--- src/rtl/ysyx_lsu_pkg.sv ---
// rtl/ysyx_lsu_pkg.sv - shared size codes, state encoding and bus response constants for the LSU
package ysyx_lsu_pkg;

    localparam logic [2:0] LSU_B  = 3'b000;
    localparam logic [2:0] LSU_H  = 3'b001;
    localparam logic [2:0] LSU_W  = 3'b010;
    localparam logic [2:0] LSU_BU = 3'b100;
    localparam logic [2:0] LSU_HU = 3'b101;

    localparam logic [1:0] AXI_OKAY = 2'b00;

    typedef enum logic [2:0] {
        ST_IDLE,
        ST_RD_A,
        ST_RD_D,
        ST_WR_AW_W,
        ST_WR_B,
        ST_RESP
    } lsu_state_e;

    // Halfwords need an even address; words and unknown codes need a word-aligned address.
    function automatic logic lsu_misaligned(input logic [2:0] size, input logic [1:0] addr_lo);
        logic mis;
        case (size)
            LSU_B, LSU_BU: mis = 1'b0;
            LSU_H, LSU_HU: mis = addr_lo[0];
            default:       mis = (addr_lo != 2'b00);
        endcase
        return mis;
    endfunction

endpackage

--- src/rtl/ysyx_lsu_align.sv ---
// rtl/ysyx_lsu_align.sv - byte-lane strobe, store data shift and load data extension
module ysyx_lsu_align
    import ysyx_lsu_pkg::*;
#(
    parameter int BIT_W = 32
) (
    input  logic [1:0]         addr_lo,
    input  logic [2:0]         size,
    input  logic [BIT_W-1:0]   wdata,
    input  logic [BIT_W-1:0]   rdata,
    output logic [BIT_W/8-1:0] wstrb,
    output logic [BIT_W-1:0]   wdata_sh,
    output logic [BIT_W-1:0]   rdata_ext
);

    logic [BIT_W-1:0] rdata_sh;

    // Move data between the addressed byte lane and bit 0, then build strobe and extension per size.
    always_comb begin
        rdata_sh = rdata >> {addr_lo, 3'b000};
        wdata_sh = wdata << {addr_lo, 3'b000};
        case (size)
            LSU_B: begin
                wstrb     = 4'b0001 << addr_lo;
                rdata_ext = {{(BIT_W-8){rdata_sh[7]}}, rdata_sh[7:0]};
            end
            LSU_BU: begin
                wstrb     = 4'b0001 << addr_lo;
                rdata_ext = {{(BIT_W-8){1'b0}}, rdata_sh[7:0]};
            end
            LSU_H: begin
                wstrb     = 4'b0011 << addr_lo;
                rdata_ext = {{(BIT_W-16){rdata_sh[15]}}, rdata_sh[15:0]};
            end
            LSU_HU: begin
                wstrb     = 4'b0011 << addr_lo;
                rdata_ext = {{(BIT_W-16){1'b0}}, rdata_sh[15:0]};
            end
            default: begin
                wstrb     = 4'b1111;
                rdata_ext = rdata_sh;
            end
        endcase
    end

endmodule

--- src/rtl/ysyx_lsu.sv ---
// rtl/ysyx_lsu.sv - load/store unit: EXU request responder and AXI4-Lite data bus master
module ysyx_lsu
    import ysyx_lsu_pkg::*;
#(
    parameter int BIT_W = 32
) (
    input  logic               clk,
    input  logic               rst,
    input  logic               exu_avalid,
    input  logic [BIT_W-1:0]   exu_addr,
    input  logic               exu_ren,
    input  logic               exu_wen,
    input  logic [3:0]         exu_alu_op,
    input  logic [BIT_W-1:0]   exu_wdata,
    output logic [BIT_W-1:0]   lsu_rdata_o,
    output logic               lsu_rvalid_o,
    output logic               lsu_wready_o,
    output logic               lsu_err_o,
    output logic [BIT_W-1:0]   araddr,
    output logic               arvalid,
    input  logic               arready,
    input  logic [BIT_W-1:0]   rdata,
    input  logic [1:0]         rresp,
    input  logic               rvalid,
    output logic               rready,
    output logic [BIT_W-1:0]   awaddr,
    output logic               awvalid,
    input  logic               awready,
    output logic [BIT_W-1:0]   wdata,
    output logic [BIT_W/8-1:0] wstrb,
    output logic               wvalid,
    input  logic               wready,
    input  logic [1:0]         bresp,
    input  logic               bvalid,
    output logic               bready
);

    lsu_state_e state_q, state_d;

    logic [BIT_W-1:0] addr_q;
    logic [BIT_W-1:0] wdata_q;
    logic [BIT_W-1:0] rdata_q;
    logic [2:0]       size_q;
    logic             load_q;
    logic             mis_q;
    logic             err_q;
    logic             aw_done_q;
    logic             w_done_q;

    logic             accept;
    logic             req_mis;
    logic [BIT_W-1:0] rdata_ext;
    logic             unused_op_bit;

    // Only func3 selects the access size; the top opcode bit carries no meaning here.
    assign unused_op_bit = exu_alu_op[3];

    assign accept  = (state_q == ST_IDLE) && exu_avalid && (exu_ren || exu_wen);
    assign req_mis = lsu_misaligned(exu_alu_op[2:0], exu_addr[1:0]);

    assign araddr      = {addr_q[BIT_W-1:2], 2'b00};
    assign awaddr      = {addr_q[BIT_W-1:2], 2'b00};
    assign lsu_rdata_o = rdata_q;

    ysyx_lsu_align #(.BIT_W(BIT_W)) u_align (
        .addr_lo   (addr_q[1:0]),
        .size      (size_q),
        .wdata     (wdata_q),
        .rdata     (rdata),
        .wstrb     (wstrb),
        .wdata_sh  (wdata),
        .rdata_ext (rdata_ext)
    );

    // State register; reset abandons any transaction in flight without a completion pulse.
    always_ff @(posedge clk) begin
        if (rst) state_q <= ST_IDLE;
        else     state_q <= state_d;
    end

    // Next state and bus/EXU handshake outputs; misaligned requests skip the bus entirely.
    always_comb begin
        state_d      = state_q;
        arvalid      = 1'b0;
        rready       = 1'b0;
        awvalid      = 1'b0;
        wvalid       = 1'b0;
        bready       = 1'b0;
        lsu_rvalid_o = 1'b0;
        lsu_wready_o = 1'b0;
        lsu_err_o    = 1'b0;
        case (state_q)
            ST_IDLE: begin
                if (accept) state_d = exu_ren ? ST_RD_A : ST_WR_AW_W;
            end
            ST_RD_A: begin
                if (mis_q) begin
                    state_d = ST_RESP;
                end else begin
                    arvalid = 1'b1;
                    if (arready) state_d = ST_RD_D;
                end
            end
            ST_RD_D: begin
                rready = 1'b1;
                if (rvalid) state_d = ST_RESP;
            end
            ST_WR_AW_W: begin
                if (mis_q) begin
                    state_d = ST_RESP;
                end else begin
                    awvalid = !aw_done_q;
                    wvalid  = !w_done_q;
                    if ((aw_done_q || awready) && (w_done_q || wready)) state_d = ST_WR_B;
                end
            end
            ST_WR_B: begin
                bready = 1'b1;
                if (bvalid) state_d = ST_RESP;
            end
            ST_RESP: begin
                lsu_rvalid_o = load_q;
                lsu_wready_o = !load_q;
                lsu_err_o    = err_q;
                state_d      = ST_IDLE;
            end
            default: state_d = ST_IDLE;
        endcase
    end

    // Request latch, per-channel write handshake tracking and response capture.
    always_ff @(posedge clk) begin
        if (rst) begin
            addr_q    <= '0;
            wdata_q   <= '0;
            rdata_q   <= '0;
            size_q    <= LSU_W;
            load_q    <= 1'b0;
            mis_q     <= 1'b0;
            err_q     <= 1'b0;
            aw_done_q <= 1'b0;
            w_done_q  <= 1'b0;
        end else begin
            if (accept) begin
                addr_q    <= exu_addr;
                wdata_q   <= exu_wdata;
                size_q    <= exu_alu_op[2:0];
                load_q    <= exu_ren;
                mis_q     <= req_mis;
                err_q     <= req_mis;
                aw_done_q <= 1'b0;
                w_done_q  <= 1'b0;
                if (exu_ren && req_mis) rdata_q <= '0;
            end
            if (awvalid && awready) aw_done_q <= 1'b1;
            if (wvalid && wready)   w_done_q  <= 1'b1;
            if ((state_q == ST_RD_D) && rvalid) begin
                rdata_q <= rdata_ext;
                err_q   <= (rresp != AXI_OKAY);
            end
            if ((state_q == ST_WR_B) && bvalid) err_q <= (bresp != AXI_OKAY);
        end
    end

endmodule

--- config.mk ---
export PLATFORM = sky130hd
export DESIGN_NAME = ysyx_lsu
export DESIGN_NICKNAME = d
export VERILOG_FILES = /design/src/rtl/ysyx_lsu_pkg.sv /design/src/rtl/ysyx_lsu_align.sv /design/src/rtl/ysyx_lsu.sv
export SDC_FILE = /design/constraint.sdc
export NUM_CORES = 1
export LEC_CHECK = 0
export ABC_AREA = 1
export ABC_CLOCK_PERIOD_IN_PS = 4280
export BUFFER_PORTS_ARGS = -buffer_cell sky130_fd_sc_hd__buf_2
export CAP_MARGIN = 0
export CORE_MARGIN = 5
export CORE_UTILIZATION = 37
export DETAILED_ROUTE_END_ITERATION = 8
export PLACE_DENSITY = 0.65
export SKIP_CTS_REPAIR_TIMING = 1
export SLEW_MARGIN = 20
export SYNTH_ARGS = -nofsm -noshare
export SYNTH_HDL_FRONTEND = slang
export SYNTH_SLANG_ARGS = --single-unit
--- constraint.sdc ---
create_clock -name clk -period 4.28 [get_ports clk]
set_input_delay 0.214 -clock clk [delete_from_list [all_inputs] [get_ports clk]]
set_output_delay 0.214 -clock clk [all_outputs]
set_load 0.02 [all_outputs]
==> Yosys cells after proc, flatten, opt, wreduce, memory -nomap -nowiden <==
Index checks and enable logic that the tools add are counted.
Widths: inputs -> output; s select.
{ "op_classes": {"mux": 32, "div_mod_pow": 0, "shift": 4, "multipliers": 0, "n_eq_ne": 16, "n_reduce_logical": 31, "bitwise_logic": 0, "n_lt_le_gt_ge": 0, "add_sub_neg": 0} }
{ "op_table": {"columns": ["cell", "n"], "rows": [
  ["$pmux 32 s4", 1],
  ["$mux 32", 3],
  ["$shl 32x5->32", 1],
  ["$shr 32x5->32", 1],
  ["$mux 3", 7],
  ["$eq 3x3->1 const B", 6],
  ["$mux 1", 17],
  ["$pmux 3 s5", 1],
  ["$reduce_bool 2->1", 7],
  ["$eq 3x1->1 const B", 3],
  ["$logic_not 3->1", 3],
  ["$logic_and 1x1->1", 8],
  ["$pmux 4 s2", 1],
  ["$reduce_or 2->1", 4],
  ["$eq 3x2->1 const B", 2],
  ["$ne 2x2->1 const B", 3],
  ["$ne 3x3->1 const B", 2],
  ["$reduce_and 5->1", 1],
  ["$shl 1x2->4 const A", 1],
  ["$shl 2x2->4 const A", 1],
  ["$logic_not 1->1", 3],
  ["$logic_or 1x1->1", 3],
  ["$reduce_bool 3->1", 1],
  ["$mux 2", 1],
  ["2 further kinds", 2]
]} }
{ "word_totals": {"latch_bits": 0, "ramBits": 0, "ff_bits": 107, "output_inout_bits": 140, "in_bits": 114, "romBits": 0, "memories": 0, "word_cells": 93} }

==> Logic depth before layout (Yosys ltp) <==
Gate-level depths: netlist of run 1.
{ "depth": {"word_depth": 7, "mapped_depth": 10, "ltp_nobuf": 9} }

==> Modules after synthesis <==
A second synthesis of run 1 with hierarchy kept.
{ "hier_totals": {"hier_cells": 864, "hier_area_um2": 5959.5} }
{ "modules_own_cells": {"columns": ["mod", "seq_area_each_um2", "area_per_inst_um2", "cells_per_inst", "n_inst"], "rows": [
  ["ysyx_lsu", 2142.1, 4523.1, 597, 1],
  ["ysyx_lsu_align", 0.0, 1436.4, 267, 1]
]} }

==> Least setup slack after synthesis of run 1 <==
Ideal clock, no wire load.
{ "synth_path": {"kind": "register to output", "from": "register size_q[1]", "to": "output wstrb[1]", "path_buffers": 2, "t_arrival_ns": 1.341, "path_slack_ns": 2.725, "required_time_ns": 4.066, "stages_incl_launch_ff": 6, "cell_sequence": "dfxtp_1 -> buf_6 -> clkinv_4 -> clkbuf_1 -> a21oi_1 -> o21ai_0"} }
{ "synth_via": {"elab_chain_cells": 3, "word_cells_on_any_way": 7, "cone_classes": "eq/ne: 3; mux: 1; reduce/logical: 3"} }
{ "synth_rtl": {"columns": ["item", "line_no", "source"], "rows": [
  ["start: declaration", "ysyx_lsu.sv:43", "logic [2:0] size_q;"],
  ["start signal: assignment", "ysyx_lsu.sv:147", "size_q <= exu_alu_op[2:0];"],
  ["$eq 3x1->1, or another cell as far along", "ysyx_lsu_align.sv:22", "case (size)"],
  ["$reduce_or 2->1 (no line)", null, null],
  ["$pmux 4 s2 *", "ysyx_lsu_align.sv:22", null],
  ["end: declaration", "ysyx_lsu.sv:30", "output logic [BIT_W/8-1:0] wstrb,"]
]} }
Mark *: on every way between the ends. The rest lies on a longest branch, timed or not.

==> Final worst setup path of run 1 <==
{ "layout_path": {"from": "register addr_q[0]", "to": "output wdata[26]"} }
{ "layout_via": {"elab_chain_cells": 1} }
{ "layout_rtl": {"columns": ["item", "line_no", "source"], "rows": [
  ["start: declaration", "ysyx_lsu.sv:40", "logic [BIT_W-1:0] addr_q;"],
  ["start signal: assignment", "ysyx_lsu.sv:145", "addr_q <= exu_addr;"],
  ["$shl 32x5->32", "ysyx_lsu_align.sv:21", "wdata_sh = wdata << {addr_lo, 3'b000};"],
  ["end: declaration", "ysyx_lsu.sv:29", "output logic [BIT_W-1:0] wdata,"]
]} }
No other way between the ends.

==> results of run 1 <==
==> flip-flops by register name (all words and copies together), names as in the netlist <==
| register | cells |
|---|---|
| state_q | 3 |
| aw_done_q | 1 |
| size_q | 3 |
| wdata_q | 32 |
| load_q | 1 |
| mis_q | 1 |
| addr_q | 32 |
| err_q | 1 |
| lsu_rdata_o | 32 |
| w_done_q | 1 |
==> layout by cell type (no fill, tap or decap), types with 9 or more instances in the layout <==
master / instances
clkbuf_16: 9
nor2_1: 146
dfxtp_1: 107
buf_2: 248
nand3_1: 25
a21oi_2: 10
a21oi_1: 58
nand2_1: 197
inv_1: 27
a22oi_1: 14
nand2_2: 16
o21ai_0: 86
==> metal layers <==
metal	global-route usage, %	up-vias
met4	5.147	0
met3	5.064	22
li1	-	2912
met5	0	-
met2	30.97	205
met1	23.92	2596
==> worst max-delay path: stages, from the launching register on <==
cell and delay, ns:
dfxtp_1 0.32, inv_1 0.21, nor2_4 0.70, a22oi_1 0.14
o21ai_0 0.15, buf_2 0.20
==> final cells by class <==
type                       instances  area (µm²)  share of cell area, %
timing repair buffer             254        1286                  19.24
sequential                       107        2142                  32.04
tap                              188       235.2                  3.518
clock inverter                     3       17.52                 0.2620
clock buffer                      11       232.7                  3.481
multi-input combinational        582        2635                  39.41
inverter                          34       132.6                  1.984
antenna                            2       5.005                0.07485
==> power breakdown <==
part | leakage (nW) | internal, mW | switching (mW)
logic | 2.38 | 0.594 | 1.36
registers | 0.875 | 1.22 | 0.156
clock network | 0.121 | 0.387 | 0.360
total | 3.38 | 2.20 | 1.88
==> per-stage QoR <==
stage / util [%] / cells
floorplan: - / 838
global placement: 42.46 / 1165
detailed placement: 42.46 / 1165
CTS: 44.11 / 1179
global route: 44.11 / 1179
finish: 44.15 / 1181
==> how the worst min path moves through the flow <==
stage / start / endpoint / slack (ns) / cells past startpoint
after global placement: exu_addr[28] / addr_q[28] / 0.44 / 3
after global routing: exu_wdata[31] / wdata_q[31] / 0.08 / 3
after CTS: exu_wdata[11] / wdata_q[11] / 0.08 / 3
after detailed placement: exu_wdata[11] / wdata_q[11] / 0.44 / 3
after floorplan: exu_alu_op[1] / size_q[1] / 0.34 / 2
final: exu_wdata[9] / wdata_q[9] / 0.09 / 3
==> cells by family after synthesis <==
logic type | synth area share [%]
and+or+nand+nor | 28.53
other | 0.06587
AOI/OAI and AO/OA | 17.41
DFF | 37.63
buffers and inverters | 16.37
==> key figures, run 1 <==
Outcome
  • Status: complete, no violations

Synthesis
  • Most numerous cell in the Yosys netlist: nand2_1
  • Avg Synthesized Cell Area: 6.818 µm²
  • Cell Area, Synth: 5693 µm²
  • Ys Warns: 0
  • Register area share after synthesis: 37.63%
  • EDFF count, synth: 0
  • Post-synthesis cell count: 835
  • Synth area leaders: dfxtp_1 38%, nand2_1 13%, buf_4 10%, nor2_1 9.6%, o21ai_0 7.6%
  • Async SR Flop Fraction: 0%
  • Top FF cell, synth: dfxtp_1
  • Yosys reg bits: 107
  • Most instantiated cells after synthesis: 197 x nand2_1, 146 x nor2_1, 107 x dfxtp_1
  • Yosys cell types: 31
  • Synth area leader: dfxtp_1
  • Share of the synthesized area in the top cell type: 37.63%

Placed design
  • Dpl ws: 2.214 ns
  • Placed Area: 6431 µm²
  • IO buf count: 248
  • Hpwl dp: 12490 µm
  • GPL Wtd Cong: 0.8531

Worst setup path
  • Startpoint types: flip-flop
  • Worst r2r src: state_q[0]
  • Crit. End Element: primary output
  • CP Class: flip-flop to primary output
  • Worst Path Required: 4.07 ns
  • Worst Setup EP: wdata[26]
  • R2R setup slack: 2.26 ns
  • Critical Path Start: addr_q[0]
  • R2R depth: 8
  • Worst flop-to-flop path endpoint: lsu_rdata_o[22]
  • CP Max Fanout: 31
  • CP arrival: 2.07 ns

Power and ir drop
  • Pwr Density: 610.4 nW/µm²
  • Worst vdd ir: 356.0 µV
  • Leak Pwr: 3.381 nW
  • Total Power: 4.081 mW

STA
  • Max_slew headroom: 31.75%
  • Tightest Pin Transition: 1.024 ns
  • Crit share post-route: 53.46%
  • Fin worst setup slack: 1.992 ns
  • Unrepaired setup endpoints after global routing: false
  • Setup Viol. Count Final: 0
  • Final min period: 2.288 ns
  • Final Max Tran Viols: 0
  • Final hold slack: 0.08991 ns
  • Final hold vios: 0
  • Final Skew: 0.004561 ns
  • Post-Route Setup TNS: 0 ns
  • Peak Freq: 437.0 MHz

Clocking
  • CTS tree: done
  • Clk slew on worst S/H paths: 0.07 ns
  • Number of H-tree levels: 3
  • Clock Root Buffer: clkbuf_16
  • Clock latency on the worst-skew pair: 0.34 ns
  • Clock Sink Count: 107
  • Clock buffer depth: 2
  • CTS Buf Count: 9

Drt
  • DRC viols: 0
  • Vias: 5735
  • Metal2 WL: 8165 µm
  • Met3 wire length: 1332 µm
  • Antenna Nets Post-Route: 0
  • Final WL: 17500 µm
  • DR pass1 iterations: 5
  • Routed WL per cell: 14.82 µm
  • WL met1: 7693 µm
  • Via density: 4.856
  • Initial drt markers: 300
  • Top sig layer: met4

Global routing
  • Number of global-route vias before repair: 5450
  • Tot GR Track Use: 18.64%
  • Residual overflow from global routing: 0
  • Largest net degree at the start of global routing: 85
  • Global-route wire length before repair: 27470 µm
  • Initial antenna violation count: 0

Cells and area
  • Fillers: 1617
  • # nets final: 1102
  • Layout cells sized above 1: 31.18%
  • Area Overhead vs Synth: 17.45%
  • Post-route cell area: 6686 µm²

Die
  • I/O pins: 254
  • Core Region: 15150 µm²
  • Die Width: 134.0 µm
  • Overall die area: 17970 µm²
  • Die Ht: 134.0 µm
  • Site Rows: 45
  • Starting Density: 37.59%

Flow run
  • Max cap viols: 0

Worst hold path
  • Worst min path class: input port to flip-flop
No activity file was read; power rests on OpenSTA's default activity.
==> run 2, diff against run 1 <==
--- a/config.mk
+++ b/config.mk
@@ -6,13 +6,13 @@
 export NUM_CORES = 1
 export LEC_CHECK = 0
 export ABC_AREA = 1
-export ABC_CLOCK_PERIOD_IN_PS = 4280
+export ABC_CLOCK_PERIOD_IN_PS = 2000
 export BUFFER_PORTS_ARGS = -buffer_cell sky130_fd_sc_hd__buf_2
 export CAP_MARGIN = 0
 export CORE_MARGIN = 5
 export CORE_UTILIZATION = 37
 export DETAILED_ROUTE_END_ITERATION = 8
-export PLACE_DENSITY = 0.65
+export PLACE_DENSITY = 0.68
 export SKIP_CTS_REPAIR_TIMING = 1
 export SLEW_MARGIN = 20
 export SYNTH_ARGS = -nofsm -noshare
==> constraint.sdc (replaced) <==
create_clock -name clk -period 2 [get_ports clk]
set_input_delay 0.1 -clock clk [delete_from_list [all_inputs] [get_ports clk]]
set_output_delay 0.1 -clock clk [all_outputs]
set_load 0.02 [all_outputs]
==> run 2 against run 1 <==
Compared with the run above:
- the flow now finishes with violations (hold timing)
- die area did not move
- critical path depth is 2 higher
- first-iteration DRC count rose by 20%
- worst setup slack lost 1.9 ns
- sequential share of layout area down 2.7 points
- design area increased by 9.1%
- utilization is 4.0 points higher
- power grew 130%
- clock skew rose by 0.0025 ns
- global-route usage about the same
- non-clock buffer count rose by 52
- largest cell class unchanged
==> key figures, run 2 (synthesized netlist as in run 1, its figures left out) <==
Outcome
  • Status: complete, but fails checks (was complete, no violations)
  • Failing checks: hold timing

Cells and area
  • Sequential standard cell area: 2142 µm² (unchanged)
  • Most common cell after layout, fill and taps aside: buf_2 (unchanged)
  • Post-route cell area: 7296 µm² (was 6686 µm²)
  • Area of the multi-input gates: 2635 µm² (unchanged)
  • Diode count: 0 (was 2)
  • Most frequent cells in the layout: 248 x buf_2, 197 x nand2_1, 146 x nor2_1 (unchanged)
  • Fin cells: 1233 (was 1181)
  • Fillers: 1553 (was 1617)
  • # nets final: 1154 (was 1102)
  • Layout cells sized above 1: 31.20% (was 31.18%)
  • Area Overhead vs Synth: 28.15% (was 17.45%)

Power and ir drop
  • Total Power: 9.264 mW (was 4.081 mW)
  • Worst vdd ir: 542.2 µV (was 356.0 µV)
  • Pwr Density: 1270 nW/µm² (was 610.4 nW/µm²)
  • Clock power share: 20.5% (was 18.3%)
  • Reg power frac: 31.8% (was 33.8%)
  • Switch share: 44.29% (was 45.98%)
  • Int Pwr: 5.161 mW (was 2.205 mW)
  • Comb pwr share: 47.7% (was 47.9%)
  • Net switching power: 4.103 mW (was 1.876 mW)
  • Leak Pwr: 3.664 nW (was 3.381 nW)

Global routing
  • Routing usage on met3: 5.101% (was 5.064%)
  • Met2 Use GR: 30.80% (was 30.97%)
  • Routing usage on met1: 24.06% (was 23.92%)
  • Initial antenna violation count: 1 (was 0)
  • Residual overflow from global routing: 0 (unchanged)
  • Largest net degree at the start of global routing: 85 (unchanged)
  • Busiest layer in global routing: met2 (unchanged)
  • Number of global-route vias before repair: 5423 (was 5450)
  • Global-route wire length before repair: 27340 µm (was 27470 µm)
  • Tot GR Track Use: 18.68% (was 18.64%)

Clocking
  • Clk slew on worst S/H paths: 0.08 ns (was 0.07 ns)
  • CTS Buf Count: 9 (unchanged)
  • Clock Sink Count: 107 (unchanged)
  • Number of H-tree levels: 3 (unchanged)
  • Clock Root Buffer: clkbuf_16 (unchanged)
  • CTS tree: done (unchanged)
  • Clock latency on the worst-skew pair: 0.35 ns (was 0.34 ns)
  • Clock buffer depth: 2 (unchanged)

Worst setup path
  • Worst path cell trace: inv_1, buf_4, nor2_4, buf_4, a22oi_1, o21ai_0, buf_2 (was inv_1, nor2_4, a22oi_1, o21ai_0, buf_2)
  • CP Max Fanout: 17 (was 31)
  • Slowest stage delay, CP: 0.31 ns (was 0.70 ns)
  • Worst Path Required: 1.90 ns (was 4.07 ns)
  • Slowest cell on crit path: dfxtp_1 (was nor2_4)
  • CP Class: flip-flop to primary output (unchanged)
  • Startpoint types: flip-flop (unchanged)
  • CP arrival: 1.79 ns (was 2.07 ns)
  • Crit. End Element: primary output (unchanged)
  • Critical path's most frequent cell: buf_4

Placed design
  • Placed cells: 1176 (was 1165)
  • IO buf count: 248 (unchanged)
  • GPL Wtd Cong: 0.8562 (was 0.8531)
  • Placed Area: 6551 µm² (was 6431 µm²)
  • Dpl ws: 0.3401 ns (was 2.214 ns)
  • Hpwl dp: 12720 µm (was 12490 µm)

Drt
  • Initial drt markers: 361 (was 300)
  • DRC viols: 0 (unchanged)
  • Vias: 5980 (was 5735)
  • Routed WL per cell: 14.79 µm (was 14.82 µm)
  • Antenna Nets Post-Route: 0 (unchanged)
  • Final WL: 18230 µm (was 17500 µm)
  • Via density: 4.850 (was 4.856)
  • DR pass1 iterations: 5 (unchanged)

STA
  • Final Max Tran Viols: 0 (unchanged)
  • Crit share post-route: 94.52%
  • Final min period: 1.890 ns
  • Setup Viol. Count Final: 0 (unchanged)
  • Fin worst setup slack: 0.1096 ns (was 1.992 ns)
  • Final hold vios: 11 (was 0)
  • Final hold slack: -0.02388 ns (was 0.08991 ns)
  • Peak Freq: 529.0 MHz
  • Final Skew: 0.007096 ns (was 0.004561 ns)
  • Post-Route Setup TNS: 0 ns (unchanged)

Flow run
  • Max cap viols: 0 (unchanged)

Die
  • Overall die area: 17970 µm² (unchanged)
  • Core Region: 15150 µm² (unchanged)
  • Die Width: 134.0 µm (unchanged)
  • Die Ht: 134.0 µm (unchanged)
  • I/O pins: 254 (unchanged)
  • Starting Density: 37.59% (unchanged)
  • Site Rows: 45 (unchanged)

Worst hold path
  • Worst min path class: input port to flip-flop (unchanged)
## run 2: cell count changes in the layout (fill, tap and decap cells not counted), sizes merged
cell         before  now
clkbuf           11   12
clkinvlp          1    0
inv              33   34
dlygate4sd3       0   39
diode             2    0
buf             254  267
bufinv            0    1
## run 2: worst paths after layout
| check | startpoint | to | slack, ns | depth (start not counted) |
|---|---|---|---|---|
| worst max-delay path | addr_q[0] | wdata[30] | 0.11 | 7 |
| worst min-delay path | exu_wdata[12] | wdata_q[12] | -0.02 | 3 |
| worst max register to register | addr_q[0] | lsu_rdata_o[23] | 0.34 | 8 |
| worst min register to register | lsu_rdata_o[6] | lsu_rdata_o[6] | 0.46 | 2 |
## run 2: worst max-delay path, delay by kind of cell (launching register included)
family                 cells  cell delay, ns
buffers and inverters      4            0.80
and+or+nand+nor            1            0.03
AOI/OAI and AO/OA          2            0.29
DFF                        1            0.31
## run 2: stage by stage
step,util (%),hold WS [ns]
final,48.17,-0.02388
after floorplan,-,0.2304
after global routing,48.17,0.0003671
after CTS,45.39,-0.04811
after global placement,43.25,0.3200
after detailed placement,43.25,0.3257
## run 2: routing by layer
metal / share of wire [%] / vias up
met2: 47 / 233
met1: 43 / 2700
li1: - / 3024
met4: 1.4 / 2
met3: 7.8 / 21
met5: 0.038 / -
## run 2: power by group through the flow
| stage | Clock [mW] | Combinational, mW | Sequential [mW] |
|---|---|---|---|
| 2_1_floorplan | 0 | 3.39 | 3.00 |
| 3_3_place_gp | 0 | 4.27 | 2.97 |
| 3_5_place_dp | 0 | 4.30 | 2.98 |
| 4_1_cts | 1.98 | 4.31 | 2.94 |
| 5_1_grt | 2.06 | 4.84 | 3.01 |
| 6_report | 1.90 | 4.42 | 2.95 |
## run 2: area by class of cell
cell class	instances	share of cell area [%]
Multi-Input combinational cell	582	36.12
Tap cell	188	3.224
Timing Repair Buffer	306	25.06
Clock buffer	12	3.653
Clock inverter	4	0.7717
Inverter	34	1.818
Sequential cell	107	29.36
==> run 3, diff against run 2 <==
--- a/config.mk
+++ b/config.mk
@@ -9,10 +9,13 @@
 export ABC_CLOCK_PERIOD_IN_PS = 2000
 export BUFFER_PORTS_ARGS = -buffer_cell sky130_fd_sc_hd__buf_2
 export CAP_MARGIN = 0
+export CELL_PAD_IN_SITES_DETAIL_PLACEMENT = 0
+export CELL_PAD_IN_SITES_GLOBAL_PLACEMENT = 2
 export CORE_MARGIN = 5
-export CORE_UTILIZATION = 37
+export CORE_UTILIZATION = 22
+export CTS_BUF_LIST = sky130_fd_sc_hd__clkbuf_2 sky130_fd_sc_hd__clkbuf_4 sky130_fd_sc_hd__clkbuf_8
 export DETAILED_ROUTE_END_ITERATION = 8
-export PLACE_DENSITY = 0.68
+export PLACE_DENSITY_LB_ADDON = 0.1
 export SKIP_CTS_REPAIR_TIMING = 1
 export SLEW_MARGIN = 20
 export SYNTH_ARGS = -nofsm -noshare
==> run 3 against run 2 <==
Compared with the run above:
- the flow still finishes with violations (hold timing)
- critical path depth decreased by 1
- clock power decreased by 26%
- global-route usage decreased by 4.2 points
- sequential cell count unchanged
- worst hold slack improved by 0.0059 ns
- via count decreased by 0.28%
- largest power group unchanged
- highest routed layer unchanged
- sequential share of layout area decreased by 1.6 points
- first-iteration DRC count decreased by 37%
- worst setup slack improved by 0.076 ns
- register-to-register slack improved by 0.03 ns
- sequential power about the same
- non-clock buffer count increased by 36
==> key figures, run 3 (synthesized netlist as in run 1, its figures left out) <==
STA
  • Max_slew headroom: 64.97%
  • Tightest Pin Transition: 0.5254 ns
  • Crit share post-route: 90.70% (was 94.52%)
  • Post-Route Setup TNS: 0 ns (unchanged)
  • Final min period: 1.814 ns (was 1.890 ns)
  • Final Skew: 0.01703 ns (was 0.007096 ns)
  • Fin worst setup slack: 0.1859 ns (was 0.1096 ns)
  • Unrepaired setup endpoints after global routing: false
  • Final Max Tran Viols: 0 (unchanged)
  • Setup Viol. Count Final: 0 (unchanged)
  • Final hold vios: 2 (was 11)
  • Peak Freq: 551.2 MHz (was 529.0 MHz)
  • Final hold slack: -0.01802 ns (was -0.02388 ns)

Die
  • Overall die area: 29190 µm² (was 17970 µm²)
  • I/O pins: 254 (unchanged)
  • Die Width: 170.9 µm (was 134.0 µm)
  • Die Ht: 170.9 µm (was 134.0 µm)
  • Core Region: 25330 µm² (was 15150 µm²)
  • Starting Density: 22.48% (was 37.59%)
  • Site Rows: 58 (was 45)

Cells and area
  • Most frequent cells in the layout: 248 x buf_2, 197 x nand2_1, 146 x nor2_1 (unchanged)
  • Most common cell after layout, fill and taps aside: buf_2 (unchanged)
  • Area Overhead vs Synth: 35.49% (was 28.15%)
  • Fillers: 2887 (was 1553)
  • # nets final: 1190 (was 1154)
  • Area of the multi-input gates: 2645 µm² (was 2635 µm²)
  • Layout cells sized above 1: 31.64% (was 31.20%)
  • Final design utilization: 30.46% (was 48.17%)
  • Sequential standard cell area: 2145 µm² (was 2142 µm²)
  • Post-route cell area: 7714 µm² (was 7296 µm²)

Clocking
  • CTS Buf Count: 9 (unchanged)
  • Clk slew on worst S/H paths: 0.12 ns (was 0.08 ns)
  • Clock buffer depth: 2 (unchanged)
  • CTS tree: done (unchanged)
  • Clock Sink Count: 107 (unchanged)
  • Number of H-tree levels: 3 (unchanged)
  • Clock Root Buffer: clkbuf_8 (was clkbuf_16)
  • Clock latency on the worst-skew pair: 0.40 ns (was 0.35 ns)

Power and ir drop
  • Leak Pwr: 3.770 nW (was 3.664 nW)
  • Int Pwr: 4.691 mW (was 5.161 mW)
  • Pwr Density: 1169 nW/µm² (was 1270 nW/µm²)
  • Reg power frac: 32.7% (was 31.8%)
  • Worst vdd ir: 421.4 µV (was 542.2 µV)
  • Clock power share: 15.5% (was 20.5%)
  • Comb pwr share: 51.8% (was 47.7%)
  • Switch share: 47.96% (was 44.29%)
  • Net switching power: 4.324 mW (was 4.103 mW)

Worst setup path
  • Worst Path Required: 1.90 ns (about the same)
  • Crit. End Element: primary output (unchanged)
  • CP Max Fanout: 18 (was 17)
  • CP arrival: 1.71 ns (was 1.79 ns)
  • Startpoint types: flip-flop (unchanged)
  • CP Class: flip-flop to primary output (unchanged)

Drt
  • Final WL: 21940 µm (was 18230 µm)
  • Initial drt markers: 227 (was 361)
  • Via density: 4.223 (was 4.850)
  • Vias: 5963 (was 5980)
  • Antenna Nets Post-Route: 0 (unchanged)
  • DR pass1 iterations: 4 (was 5)
  • Routed WL per cell: 15.54 µm (was 14.79 µm)
  • DRC viols: 0 (unchanged)

Outcome
  • Status: complete, but fails checks (unchanged)
  • Failing checks: hold timing (unchanged)

Global routing
  • Residual overflow from global routing: 0 (unchanged)
  • Tot GR Track Use: 14.44% (was 18.68%)
  • Initial antenna violation count: 4 (was 1)
  • Number of global-route vias before repair: 5795 (was 5423)
  • Global-route wire length before repair: 32860 µm (was 27340 µm)
  • Largest net degree at the start of global routing: 55 (was 85)

Placed design
  • Hpwl dp: 16120 µm (was 12720 µm)
  • Dpl ws: 0.2722 ns (was 0.3401 ns)
  • IO buf count: 248 (unchanged)
  • Placed Area: 6847 µm² (was 6551 µm²)
  • GPL Wtd Cong: 0.7187 (was 0.8562)

Flow run
  • Max cap viols: 0 (unchanged)

Worst hold path
  • Worst min path class: input port to flip-flop (unchanged)
## run 3: metal layers
metal / GRT usage (%) / vias to the layer above / routed length (µm)
li1: - / 3087 / -
met5: 0 / - / 22
met1: 19.34 / 2688 / 10470
met2: 22.99 / 164 / 9722
met3: 4.482 / 18 / 1523
met4: 3.169 / 6 / 199
## run 3: path summary, 6_finish.rpt
check	from	endpoint	slack (ns)	cells past startpoint
setup / recovery	addr_q[0]	wdata[17]	0.19	6
hold / removal	exu_wdata[5]	wdata_q[5]	-0.02	3
setup reg to reg	addr_q[0]	lsu_rdata_o[19]	0.37	9
hold reg to reg	lsu_rdata_o[2]	lsu_rdata_o[2]	0.47	2
## run 3: layout make-up
class / count / area share [%]
multi-input cells: 582 / 34.29
repair buffers: 342 / 28.30
flip-flops and latches: 107 / 27.80
well taps: 330 / 5.353
inverters: 34 / 1.768
clock buffers: 9 / 1.606
clock inverters: 7 / 0.8435
diodes: 1 / 0.03244
## run 3: critical path, cell delays in order (launching register included)
cell      delay (ns)
dfxtp_2         0.36
buf_8           0.17
nor2_4          0.10
buf_6           0.19
inv_2           0.12
o211ai_1        0.18
buf_2           0.20
## run 3: power groups by stage
| stage | clock (mW) | combinational (mW) | sequential [mW] |
|---|---|---|---|
| after global routing | 1.56 | 5.19 | 3.02 |
| final | 1.40 | 4.67 | 2.95 |
| after detailed placement | 0 | 4.59 | 3.00 |
| after global placement | 0 | 4.63 | 3.00 |
| after floorplan | 0 | 3.39 | 3.00 |
| after CTS | 1.50 | 4.61 | 2.95 |
## run 3: through the flow
stage / hold WS, ns / cells / total power, mW
after floorplan: 0.2304 / 838 / 6.389
after global placement: 0.3243 / 1329 / 7.625
after detailed placement: 0.3303 / 1329 / 7.588
after CTS: -0.1304 / 1345 / 9.061
after global routing: 0.001755 / 1412 / 9.773
final: -0.01802 / 1412 / 9.014
